`src/rtl/pipe_stage_buf_pkg.sv`:
```
// Shared constants for the flow-controlled pipeline stage register.
// Word width and NOP encoding mirror the core-wide define header.
package pipe_stage_buf_pkg;

  localparam int WORD_WIDTH = 32;

  localparam logic [WORD_WIDTH-1:0] NOP_ENC = 32'h0000_0013;

endpackage

```
`src/rtl/pipe_skid_slot.sv`:
```
// One valid+data register with load, clear and flush-to-bubble.
// Priority: reset, flush, load, clear.
import pipe_stage_buf_pkg::*;

module pipe_skid_slot #(
  parameter int DATA_WIDTH = WORD_WIDTH
) (
  input  logic                  clk,
  input  logic                  rst,
  input  logic                  flush,
  input  logic                  load,
  input  logic                  clear,
  input  logic [DATA_WIDTH-1:0] zero_point,
  input  logic [DATA_WIDTH-1:0] load_data,
  output logic                  valid,
  output logic [DATA_WIDTH-1:0] data
);

  always_ff @(posedge clk) begin
    if (rst) begin
      valid <= 1'b0;
      data  <= '0;
    end else if (flush) begin
      valid <= 1'b0;
      data  <= zero_point;
    end else if (load) begin
      valid <= 1'b1;
      data  <= load_data;
    end else if (clear) begin
      valid <= 1'b0;
    end
  end

endmodule

```
`src/rtl/pipe_stage_buf.sv`:
```
// Valid/ready pipeline stage with flush bubble and stall counter.
// PIPE_SKID_BUF_EN adds a skid entry and registers in_ready.
import pipe_stage_buf_pkg::*;

module pipe_stage_buf #(
  parameter int DATA_WIDTH      = WORD_WIDTH,
  parameter int STALL_CNT_WIDTH = 16
) (
  input  logic                       clk,
  input  logic                       rst,
  input  logic                       flush_flag,
  input  logic [DATA_WIDTH-1:0]      zero_point,
  input  logic                       in_valid,
  output logic                       in_ready,
  input  logic [DATA_WIDTH-1:0]      in_data,
  output logic                       out_valid,
  input  logic                       out_ready,
  output logic [DATA_WIDTH-1:0]      out_data,
  output logic [STALL_CNT_WIDTH-1:0] stall_cnt
);

  localparam logic [STALL_CNT_WIDTH-1:0] CNT_ONE =
    {{(STALL_CNT_WIDTH-1){1'b0}}, 1'b1};

  logic                  head_v;
  logic [DATA_WIDTH-1:0] head_d;
  logic                  head_load;
  logic                  head_clear;
  logic [DATA_WIDTH-1:0] head_src;
  logic                  in_fire;
  logic                  out_fire;

  assign out_valid = head_v;
  assign out_data  = head_d;
  assign out_fire  = head_v & out_ready;

`ifdef PIPE_SKID_BUF_EN
  logic                  skid_v;
  logic [DATA_WIDTH-1:0] skid_d;
  logic                  head_free;
  logic                  skid_load;
  logic                  skid_clear;

  // Head can take a new entry if empty or draining this edge.
  assign head_free  = !head_v || out_ready;
  assign in_ready   = !skid_v;
  assign in_fire    = in_valid & in_ready;
  assign head_load  = head_free & (skid_v | in_fire);
  assign head_src   = skid_v ? skid_d : in_data;
  assign head_clear = out_fire;
  assign skid_load  = in_fire & !head_free;
  assign skid_clear = skid_v & head_free;

  pipe_skid_slot #(
    .DATA_WIDTH(DATA_WIDTH)
  ) u_skid (
    .clk       (clk),
    .rst       (rst),
    .flush     (flush_flag),
    .load      (skid_load),
    .clear     (skid_clear),
    .zero_point(zero_point),
    .load_data (in_data),
    .valid     (skid_v),
    .data      (skid_d)
  );
`else
  assign in_ready   = !head_v || out_ready;
  assign in_fire    = in_valid & in_ready;
  assign head_load  = in_fire;
  assign head_src   = in_data;
  assign head_clear = out_fire;
`endif

  pipe_skid_slot #(
    .DATA_WIDTH(DATA_WIDTH)
  ) u_head (
    .clk       (clk),
    .rst       (rst),
    .flush     (flush_flag),
    .load      (head_load),
    .clear     (head_clear),
    .zero_point(zero_point),
    .load_data (head_src),
    .valid     (head_v),
    .data      (head_d)
  );

  always_ff @(posedge clk) begin
    if (rst) begin
      stall_cnt <= '0;
    end else if (out_valid && !out_ready && stall_cnt != '1) begin
      stall_cnt <= stall_cnt + CNT_ONE;
    end
  end

endmodule
```
`config.mk`:
```
export PLATFORM = sky130hd
export DESIGN_NAME = pipe_stage_buf
export DESIGN_NICKNAME = d
export VERILOG_FILES = /design/src/rtl/pipe_stage_buf_pkg.sv /design/src/rtl/pipe_skid_slot.sv /design/src/rtl/pipe_stage_buf.sv
export SDC_FILE = /design/constraint.sdc
export NUM_CORES = 1
export LEC_CHECK = 0
export ABC_AREA = 1
export BUFFER_PORTS_ARGS = -buffer_cell sky130_fd_sc_hd__buf_2
export CORE_UTILIZATION = 41
export CTS_CLUSTER_SIZE = 28
export DETAILED_ROUTE_END_ITERATION = 12
export PLACE_DENSITY = 0.75
export SLEW_MARGIN = 25
export SYNTH_ARGS = -nofsm -noshare
export SYNTH_HDL_FRONTEND = slang
export SYNTH_SLANG_ARGS = --single-unit
```
`constraint.sdc`:
```
create_clock -name clk -period 1.35 [get_ports clk]
set_input_delay 0.0675 -clock clk [delete_from_list [all_inputs] [get_ports clk]]
set_output_delay 0.0675 -clock clk [all_outputs]
set_load 0.01 [all_outputs]
```
# [After elaboration in Yosys (flattened, before gate mapping)]
# Index checks and enable logic that the tools add are counted.
[totals] register_bits=49
[classes] mux=4 n_eq_ne=1 reduce_logical=8 add_sub_neg=1 bitwise=2
[op_table] cell="$mux 32" count=2
[op_table] cell="$add 16x1->16 const B" count=1
[op_table] cell="$ne 16x16->1 const B" count=1
[op_table] cell="$reduce_bool 2->1" count=2
[op_table] cell="$and 1x1->1" count=2
[op_table] cell="$logic_and 1x1->1" count=2
[op_table] cell="$logic_not 1->1" count=2
[op_table] cell="$mux 1" count=2
[op_table] cell="$reduce_or 2->1" count=1
[op_table] cell="$logic_or 1x1->1" count=1

# [Depth between registers and ports, before layout]
# Gate-level depths: netlist of run 1.
[depth] word_depth=5 mapped_depth=10 depth_no_buf=9

# [Hierarchy]
# Synthesis of run 1 repeated with hierarchy kept, for this count alone.
[unflattened] hier_cells=409 area_unflattened_um2=2791.4
[by_module_without_submodules] mod="pipe_skid_slot" n_inst=1 area_per_inst_um2=1793.0 seq_area_each_um2=660.6 cells_per_inst=248
[by_module_without_submodules] mod="pipe_stage_buf" n_inst=1 area_per_inst_um2=998.5 seq_area_each_um2=320.3 cells_per_inst=161

# [Worst setup path after synthesis of run 1]
# No wires, ideal clock.
[synth_path] path_kind="register to register" startpoint="register stall_cnt[0]" endpoint="register stall_cnt[10]" t_required_ns=1.235 synth_period_minus_slack_ns=1.448 setup_ns=0.115 t_arrival_ns=1.333 path_stages_with_launch=10 path_buffers=1 path_slack_ns=-0.098 path_cell_list="dfxtp_1 > ha_1 > inv_1 > nor2_4 > nand2_2 > nor2_4 > buf_8 > inv_4 > a21oi_1 > nor2_1"
[synth_via] elab_chain_len=2 word_cells_on_any_way=3
[synth_lines] item="from (decl)" line_no="pipe_stage_buf.sv:19" text="output logic [STALL_CNT_WIDTH-1:0] stall_cnt"
[synth_lines] item="from (signal assigned)" line_no="pipe_stage_buf.sv:93" text="stall_cnt <= stall_cnt + CNT_ONE;"
[synth_lines] item="parallel branches: the longest is 2 deep, another holds $add 16x1->16"
# Several ways; the timed one is not identified.
# A chain may end at the register's enable or synchronous reset.

# [Worst setup path after layout of run 1]
[layout_path] startpoint="register stall_cnt[1]" endpoint="register stall_cnt[13]"
# The elaborated chain is that of the path after synthesis.

==> results.yml, run 1 <==
logic_synthesis:
  synth_top_area_share_pct: 42.94
  ys_seq_area_share_pct: 42.94
  syn-cell-area_sq_um: 2285
  ys_top_cells_by_area: "dfxtp_1, nand2_1, a31oi_1"
  synth.distinct_cells: 25
  syn_avg_cell_area_sq_um: 6.902
  synth_cells: 331
  synth_seq_cells: 49
  yosysTopAreaCell: "dfxtp_1"
  syn-num-nets: 401
  ys_warn_count: 0
power:
  power_density_nw_per_um2: 879.3
  leakage_nw: 1.583
  ir_drop_mv: 0.4962
  power_w: 0.002905
floorplan:
  core_sq_um: 5238
  die_h_um: 76.65
  start_util_pct: 43.62
  rows: 26
  boundaryPins: 119
  dieArea_sq_um: 5875
  die_w_um: 76.65
route:
  drt-total-wl_um: 6689
  first_iter_violations: 129
  vias_per_cell: 5.015
  drcViolationCount: 0
  vias: 2693
  postRouteAntennaNets: 0
  wl_per_cell_um: 12.46
  first_pass_iters: 4
critical_path:
  start_kind: "flop"
  criticalPathCategory: "reg2reg"
  crit_fanout: 7
  crit_arrival_ps: 1590
  critPathRequiredTime_ps: 1550
  cp-end-kind: "flop"
placed_design:
  io_buffers: 118
  dp.final_hpwl_um: 4587
  gp_congestion: 0.8507
sta:
  grt_setup_unrepaired: "yes"
  whs_ps: 17.07
  setup_viol: 6
  drv_slew: 0
  max_freq_mhz: 723.6
  period_share_pct: 102.4
  slew_headroom_pct: 77.45
  finClkSkew_ps: 9.017
  tightest_slew_ps: 338.3
  finalSetupTns_ps: -111.9
  finalHoldViolCount: 0
  finalCriticalPeriod_ps: 1382
  setup_ws_ps: -31.94
global_route:
  grt_overflow: 0
  grt_usage_pct: 21.83
  grt_pass1_wl_um: 10450
  antenna_found_initial: 0
  grt_max_degree: 64
  first_global_vias: 2396
clock_network:
  cts_tree: "built"
  cts_buffer_depth: 2
  cts_sinks: 49
  htreeDepth: 2
  path_clk_slew_ps: 90
  cts_buffers: 5
  worstSkewPairLatency_ps: 300
  cts-root-buf: "clkbuf_8"
finish:
  final_common_cell: "buf_2"
  syn_to_final_growth_pct: 44.63
  layout_common_cells: "buf_2, nand2_1, dfxtp_1"
  layout-drive-gt1-share_pct: 40.47
  filler_cell_count: 508
  nNetsFinal: 536
  antenna_cells: 0
hold_path:
  hold_class: "in2reg"
run_status:
  violations: "setup timing"
  status: "complete, but fails checks"
run:
  maxCapViolations: 0
final timing paths:
path	startpoint	to	slack, ps	cells after the start
setup / recovery	stall_cnt[1]	stall_cnt[13]	-30	9
hold / removal	in_data[22]	u_head.data[22]	20	3
setup reg to reg	stall_cnt[1]	stall_cnt[13]	-30	9
hold reg to reg	stall_cnt[5]	stall_cnt[5]	520	2
area by class of cell:
| class | count | area (sq um) | area share (%) |
|---|---|---|---|
| Timing Repair Buffer | 147 | 865.8 | 26.20 |
| Sequential cell | 49 | 989.7 | 29.95 |
| Inverter | 12 | 47.55 | 1.439 |
| Multi-Input combinational cell | 251 | 1231 | 37.26 |
| Clock inverter | 2 | 10.01 | 0.3029 |
| Tap cell | 70 | 87.58 | 2.651 |
| Clock buffer | 6 | 72.57 | 2.196 |
flip-flops by register name, summed over array words and instances, names as in the netlist:
register and flops:
stall_cnt 16, u_head.valid 1, u_head.data 32
what timing repair did:
| action | CTS | global route |
|---|---|---|
| hold endpoints to repair | 1 | 0 |
| hold buffers | 1 | 0 |
| gates resized for setup | 9 | 12 |
| setup buffers | 2 | 2 |
| pin swaps | 8 | 1 |
| setup endpoints to repair | 15 | 21 |
| gates cloned | 0 | 1 |
layer usage:
| layer | share of wire (%) | track usage, % | up-vias |
|---|---|---|---|
| met5 | 0 | 0 | - |
| met4 | 0.91 | 6.731 | 0 |
| met3 | 7.7 | 6.905 | 5 |
| met2 | 48 | 38.29 | 108 |
| met1 | 43 | 25.19 | 1223 |
| li1 | - | - | 1357 |
cells by family (layout without fill, tap and decap cells):
| family | after synthesis | after routing | synth area share [%] |
|---|---|---|---|
| and+or+nand+nor | 177 | 177 | 32.37 |
| DFF | 49 | 49 | 42.94 |
| buffers and inverters | 31 | 167 | 6.189 |
| adders and majority gates | 1 | 1 | 0.5476 |
| AOI/OAI and AO/OA | 73 | 73 | 17.96 |
critical path, stage by stage (launching register included):
cell and delay (ps):
dfxtp_2 360, ha_4 150, inv_2 40, nor2_4 160, nand2_2 90, nor2_4 130
buf_12 140, inv_4 50, a21oi_2 110, nor2_1 60
through the flow:
step	std cells	cell area [sq um]	utilization (%)	setup WS, ps
6_report	537	3304	63.09	-31.94
5_1_grt	537	3304	63.09	-125.3
4_1_cts	534	3227	61.61	-5.595
3_5_place_dp	523	3084	58.89	-79.85
3_3_place_gp	523	3084	58.89	-11.42
2_1_floorplan	331	2290	-	7.386
cells in the mapped netlist:
cell	instances
nand2_1	111
dfxtp_1	49
nor2_1	37
o21ai_0	34
a31oi_1	32
nor2_2	11
inv_1	10
clkbuf_1	9
nand3_1	9
buf_2	6
a21oi_1	5
nand2_2	3
buf_1	2
nor2_4	2
a211oi_1	1
buf_4	1
buf_8	1
ha_1	1
inv_2	1
inv_4	1
nand3_2	1
nand3b_1	1
nand4_1	1
nor3_1	1
o21bai_1	1
where the power goes:
part           total [W]  leakage (nW)  switching (W)  internal, W
combinational   0.000489          1.13       0.000259     0.000230
clock           0.000851        0.0450       0.000490     0.000360
sequential       0.00157         0.406      0.0000400      0.00153
total            0.00291          1.58       0.000789      0.00212
Power figures use the tool's default switching activity.
==> run 2: changes to the inputs <==
- CORE_UTILIZATION: 41 -> 40
- MAX_ROUTING_LAYER: unset -> met4
- PLACE_DENSITY: 0.75 -> 0.8
==> run 2 against run 1 <==
The flow still finishes with violations (setup timing). Setup slack got worse by 70 ps. Critical path depth is the same. Clock skew down 6.9 ps. Combinational power shrank 2%. Fmax down 4.9%. Critical endpoint is now stall_cnt[14].
==> results.yml, run 2 (same netlist as run 1, synthesis figures left out) <==
run_status:
  status: "complete, but fails checks"
  violations: "setup timing"
finish:
  fin_cells: 536
  reg_top3: "u_head.data (32), stall_cnt (16), u_head.valid (1)"
  post-route-util_pct: 59.49
  syn_to_final_growth_pct: 43.37
  layout-drive-gt1-share_pct: 39.87
  layout_common_cells: "buf_2, nand2_1, dfxtp_1"
  final_common_cell: "buf_2"
  regMostFlops: "u_head.data"
  antenna_cells: 0
  multi_input_area_sq_um: 1211
  register_area_sq_um: 994.7
  filler_cell_count: 522
  nNetsFinal: 533
  largest_reg_flops: 32
route:
  vias_per_cell: 4.976
  first_pass_iters: 4
  vias: 2667
  postRouteAntennaNets: 0
  drt-total-wl_um: 6165
  wl_per_cell_um: 11.50
  first_iter_violations: 117
  drcViolationCount: 0
critical_path:
  reg2reg_slack_ps: -100
  criticalPathCategory: "reg2reg"
  r2r_end: "stall_cnt[14]"
  crit_arrival_ps: 1650
  crit_fanout: 4
  timing.reg2reg.worst_path_depth: 9
  cp-end-kind: "flop"
  r2r-start: "stall_cnt[0]"
  critPathRequiredTime_ps: 1550
  start_kind: "flop"
sta:
  grt_setup_unrepaired: "yes"
  slew_headroom_pct: 77.86
  drv_slew: 0
  setup_ws_ps: -102.4
  finClkSkew_ps: 2.145
  max_freq_mhz: 688.5
  period_share_pct: 107.6
  tightest_slew_ps: 332.1
  setup_viol: 12
  finalCriticalPeriod_ps: 1452
  finalHoldViolCount: 0
placed_design:
  dp.cells: 523
  dp.final_hpwl_um: 4297
  gp_congestion: 0.8465
  io_buffers: 118
floorplan:
  rows: 27
  boundaryPins: 119
  die_w_um: 77.58
  dieArea_sq_um: 6018
  core_sq_um: 5507
  die_h_um: 77.58
  start_util_pct: 41.49
run:
  maxCapViolations: 0
clock_network:
  worstSkewPairLatency_ps: 290
  cts_sinks: 49
  htreeDepth: 2
  path_clk_slew_ps: 80
  cts_buffers: 5
  cts_tree: "built"
  cts_buffer_depth: 2
  cts-root-buf: "clkbuf_8"
global_route:
  grt_pass1_wl_um: 10010
  first_global_vias: 2380
  grt_overflow: 0
  grt_max_degree: 65
  grt_usage_pct: 21.11
  antenna_found_initial: 0
power:
  leakage_nw: 1.563
  ir_drop_mv: 0.4775
  power_density_nw_per_um2: 873.2
  power_w: 0.002860
hold_path:
  whs_path_depth: 3
  hp-start: "in_data[8]"
  min_to: "u_head.data[8]"
  hold_class: "in2reg"
## run 2: worst max path at each step
stage                       from             to  slack (ps)
global placement    stall_cnt[0]  stall_cnt[13]          10
CTS                 stall_cnt[0]  stall_cnt[10]         -40
global route        stall_cnt[0]  stall_cnt[14]        -180
detailed placement  stall_cnt[0]  stall_cnt[10]         -50
finish              stall_cnt[0]  stall_cnt[14]        -100
floorplan           stall_cnt[1]  stall_cnt[10]           7
## run 2: worst max-delay path, stage by stage, from the launching register on
cell	delay (ps)
dfxtp_4	370
ha_4	140
inv_2	40
nor2_4	130
buf_6	120
nand3b_1	160
nor2_2	190
nand3_1	90
nand2_1	70
nor2_1	40
## run 2: area by class of cell
type                       count  share of cell area (%)
multi-input combinational    251                   36.97
sequential                    49                   30.37
timing repair buffer         144                   26.01
tap                           72                   2.750
clock buffer                   8                   2.445
inverter                      12                   1.451
## run 2: timing repair
| action | CTS | global route |
|---|---|---|
| setup buffers | 1 | 1 |
| hold buffers | 1 | 0 |
| cloned | 1 | 1 |
| setup endpoints to repair | 13 | 21 |
| pin swaps | 2 | 7 |
| hold endpoints to repair | 1 | 0 |
| resized for setup | 13 | 10 |
## run 2: where the power goes
group	switching (W)	leakage [nW]	total [W]	internal, W
registers	0.0000392	0.408	0.00156	0.00153
logic	0.000254	1.12	0.000478	0.000224
clock network	0.000449	0.0395	0.000818	0.000369
## run 2: per-stage QoR
step / cell area, sq um / setup WS [ps] / setup TNS [ps] / hold slack [ps]
floorplan: 2290 / 7.386 / 0 / 140.3
global placement: 3059 / 11.76 / 0 / 243.2
detailed placement: 3059 / -48.81 / -200.8 / 244.7
CTS: 3221 / -40.54 / -233.3 / 15.86
global route: 3276 / -182.2 / -1985 / 10.35
finish: 3276 / -102.4 / -522.7 / 28.41
## run 2: metal layers
layer	wire, um	GRT usage, %	vias to the layer above
li1	-	-	1353
met1	2709	24.28	1201
met2	2975	35.75	106
met3	405	4.941	7
met4	74	7.547	0
met5	0	-	-
==> run 3: changes to the inputs <==
- PLACE_DENSITY: 0.8 -> 0.76
==> run 3 against run 2 <==
The flow still finishes with violations (setup timing). Sequential power hardly changed. Final cell count is 1.3% higher. Register-to-register slack better by 40 ps.
==> results.yml, run 3 (same netlist as run 1, synthesis figures left out) <==
run_status:
  status: "complete, but fails checks"
  violations: "setup timing"
critical_path:
  timing.reg2reg.worst_path_depth: 9
  crit_family: "simple AND/OR/NAND/NOR gates"
  reg2reg_slack_ps: -60
  path_buf_inv: 3
  cp-end-kind: "flop"
  critPathRequiredTime_ps: 1550
  r2r_end: "stall_cnt[10]"
  cpPeakStageDelay_ps: 370
  crit_fanout: 7
  criticalPathCategory: "reg2reg"
  cp_common_cell: "nor2_4"
  crit_arrival_ps: 1610
  r2r-start: "stall_cnt[1]"
  start_kind: "flop"
  slowest_stage: "dfxtp_2"
  cp_cell_sequence: "ha_4 -> inv_2 -> nor2_4 -> nand2_2 -> nor2_4 -> buf_12 -> inv_4 -> a21oi_2 -> nor2_1"
  cp.depth: 9
finish:
  regMostFlops: "u_head.data"
  nNetsFinal: 540
  reg_top3: "u_head.data (32), stall_cnt (16), u_head.valid (1)"
  final_common_cell: "buf_2"
  multi_input_area_sq_um: 1240
  antenna_cells: 0
  post-route-util_pct: 61.17
  syn_to_final_growth_pct: 47.43
  register_area_sq_um: 989.7
  layout-drive-gt1-share_pct: 41.83
  filler_cell_count: 508
  layout_common_cells: "buf_2, nand2_1, dfxtp_1"
  largest_reg_flops: 32
global_route:
  grt_usage_pct: 21.50
  grt_max_degree: 65
  grt_pass1_wl_um: 10090
  first_global_vias: 2397
  antenna_found_initial: 0
  grt_overflow: 0
sta:
  whs_ps: 21.23
  finClkSkew_ps: 5.663
  drv_slew: 0
  setup_ws_ps: -61.50
  slew_headroom_pct: 77.39
  setup_viol: 12
  grt_setup_unrepaired: "yes"
  tightest_slew_ps: 339.1
  max_freq_mhz: 708.5
  finalCriticalPeriod_ps: 1412
  period_share_pct: 104.6
  finalHoldViolCount: 0
power:
  p_sw_w: 0.0007927
  p_int_w: 0.002217
  leakage_nw: 1.605
  power_density_nw_per_um2: 893.6
  power_frac_comb_pct: 16.3
  pwr-share-seq_pct: 52.0
  ir_drop_mv: 0.4391
  swShare_pct: 26.34
  power_w: 0.003010
  pwr-share-clk_pct: 31.7
route:
  vias: 2707
  postRouteAntennaNets: 0
  drt-total-wl_um: 6739
  drcViolationCount: 0
  vias_per_cell: 4.985
  wl_per_cell_um: 12.41
  first_pass_iters: 4
  first_iter_violations: 123
clock_network:
  cts_buffers: 5
  cts-root-buf: "clkbuf_8"
  htreeDepth: 2
  cts_buffer_depth: 2
  path_clk_slew_ps: 90
  cts_sinks: 49
  worstSkewPairLatency_ps: 300
  cts_tree: "built"
hold_path:
  whs_path_depth: 3
  hp-start: "in_data[27]"
  hold_class: "in2reg"
  min_to: "u_head.data[27]"
floorplan:
  rows: 27
  boundaryPins: 119
  die_w_um: 77.58
  die_h_um: 77.58
  dieArea_sq_um: 6018
  start_util_pct: 41.49
  core_sq_um: 5507
run:
  maxCapViolations: 0
placed_design:
  io_buffers: 118
  dp.final_hpwl_um: 4542
  gp_congestion: 0.8849
run 3: cell types whose count changed in the layout (fill, tap and decap cells not counted), sizes merged:
cell / delta
clkbuf: -2
clkinv: +1
buf: +8
inv: -1
clkinvlp: +1
run 3: power by group through the flow:
stage                     Clock (W)  Combinational, W  Sequential, W
final                      0.000955          0.000491        0.00156
after global routing        0.00103          0.000545        0.00157
after detailed placement          0          0.000472        0.00159
after global placement            0          0.000461        0.00159
after floorplan                   0          0.000195        0.00164
after CTS                  0.000972          0.000475        0.00156
run 3: worst max path at each step:
| stage | from | endpoint |
|---|---|---|
| after global placement | stall_cnt[0] | stall_cnt[10] |
| after detailed placement | stall_cnt[0] | stall_cnt[14] |
| after global routing | stall_cnt[4] | stall_cnt[10] |
| after CTS | stall_cnt[0] | stall_cnt[14] |
| final | stall_cnt[1] | stall_cnt[10] |
| after floorplan | stall_cnt[1] | stall_cnt[10] |
run 3: area by class of cell:
type / instances / area share (%)
flip-flops and latches: 49 / 29.38
clock inverters: 1 / 0.1486
clock buffers: 7 / 2.860
inverters: 12 / 1.523
well taps: 72 / 2.675
multi-input cells: 251 / 36.81
repair buffers: 151 / 26.60
run 3: tightest hold or removal path, stage by stage:
cell and delay [ps]:
buf_2 90, nand2_1 50, a31oi_1 70
run 3: timing repair:
item	4_1_cts	5_1_grt
hold buffers	1	0
buffers inserted	1	3
pin swaps	3	10
resized for setup	1	23
gates cloned	0	1
endpoints found under the setup margin	13	33
endpoints found under the hold margin	1	0
run 3: stage by stage:
step	worst slack [ps]	TNS (ps)	instance area, sq um	cells
final	-61.50	-356.8	3368	543
after global routing	-160.7	-1716	3368	543
after CTS	-24.04	-78.54	3237	539
after detailed placement	-34.23	-87.10	3117	529
after global placement	9.179	0	3117	529
after floorplan	7.386	0	2290	331
run 3: layer usage:
layer  global-route usage (%)  part of all wire (%)
met4                    6.981                   1.8
met1                    24.54                    45
met3                    4.353                   5.3
met2                    37.52                    48
met5                        -                     0
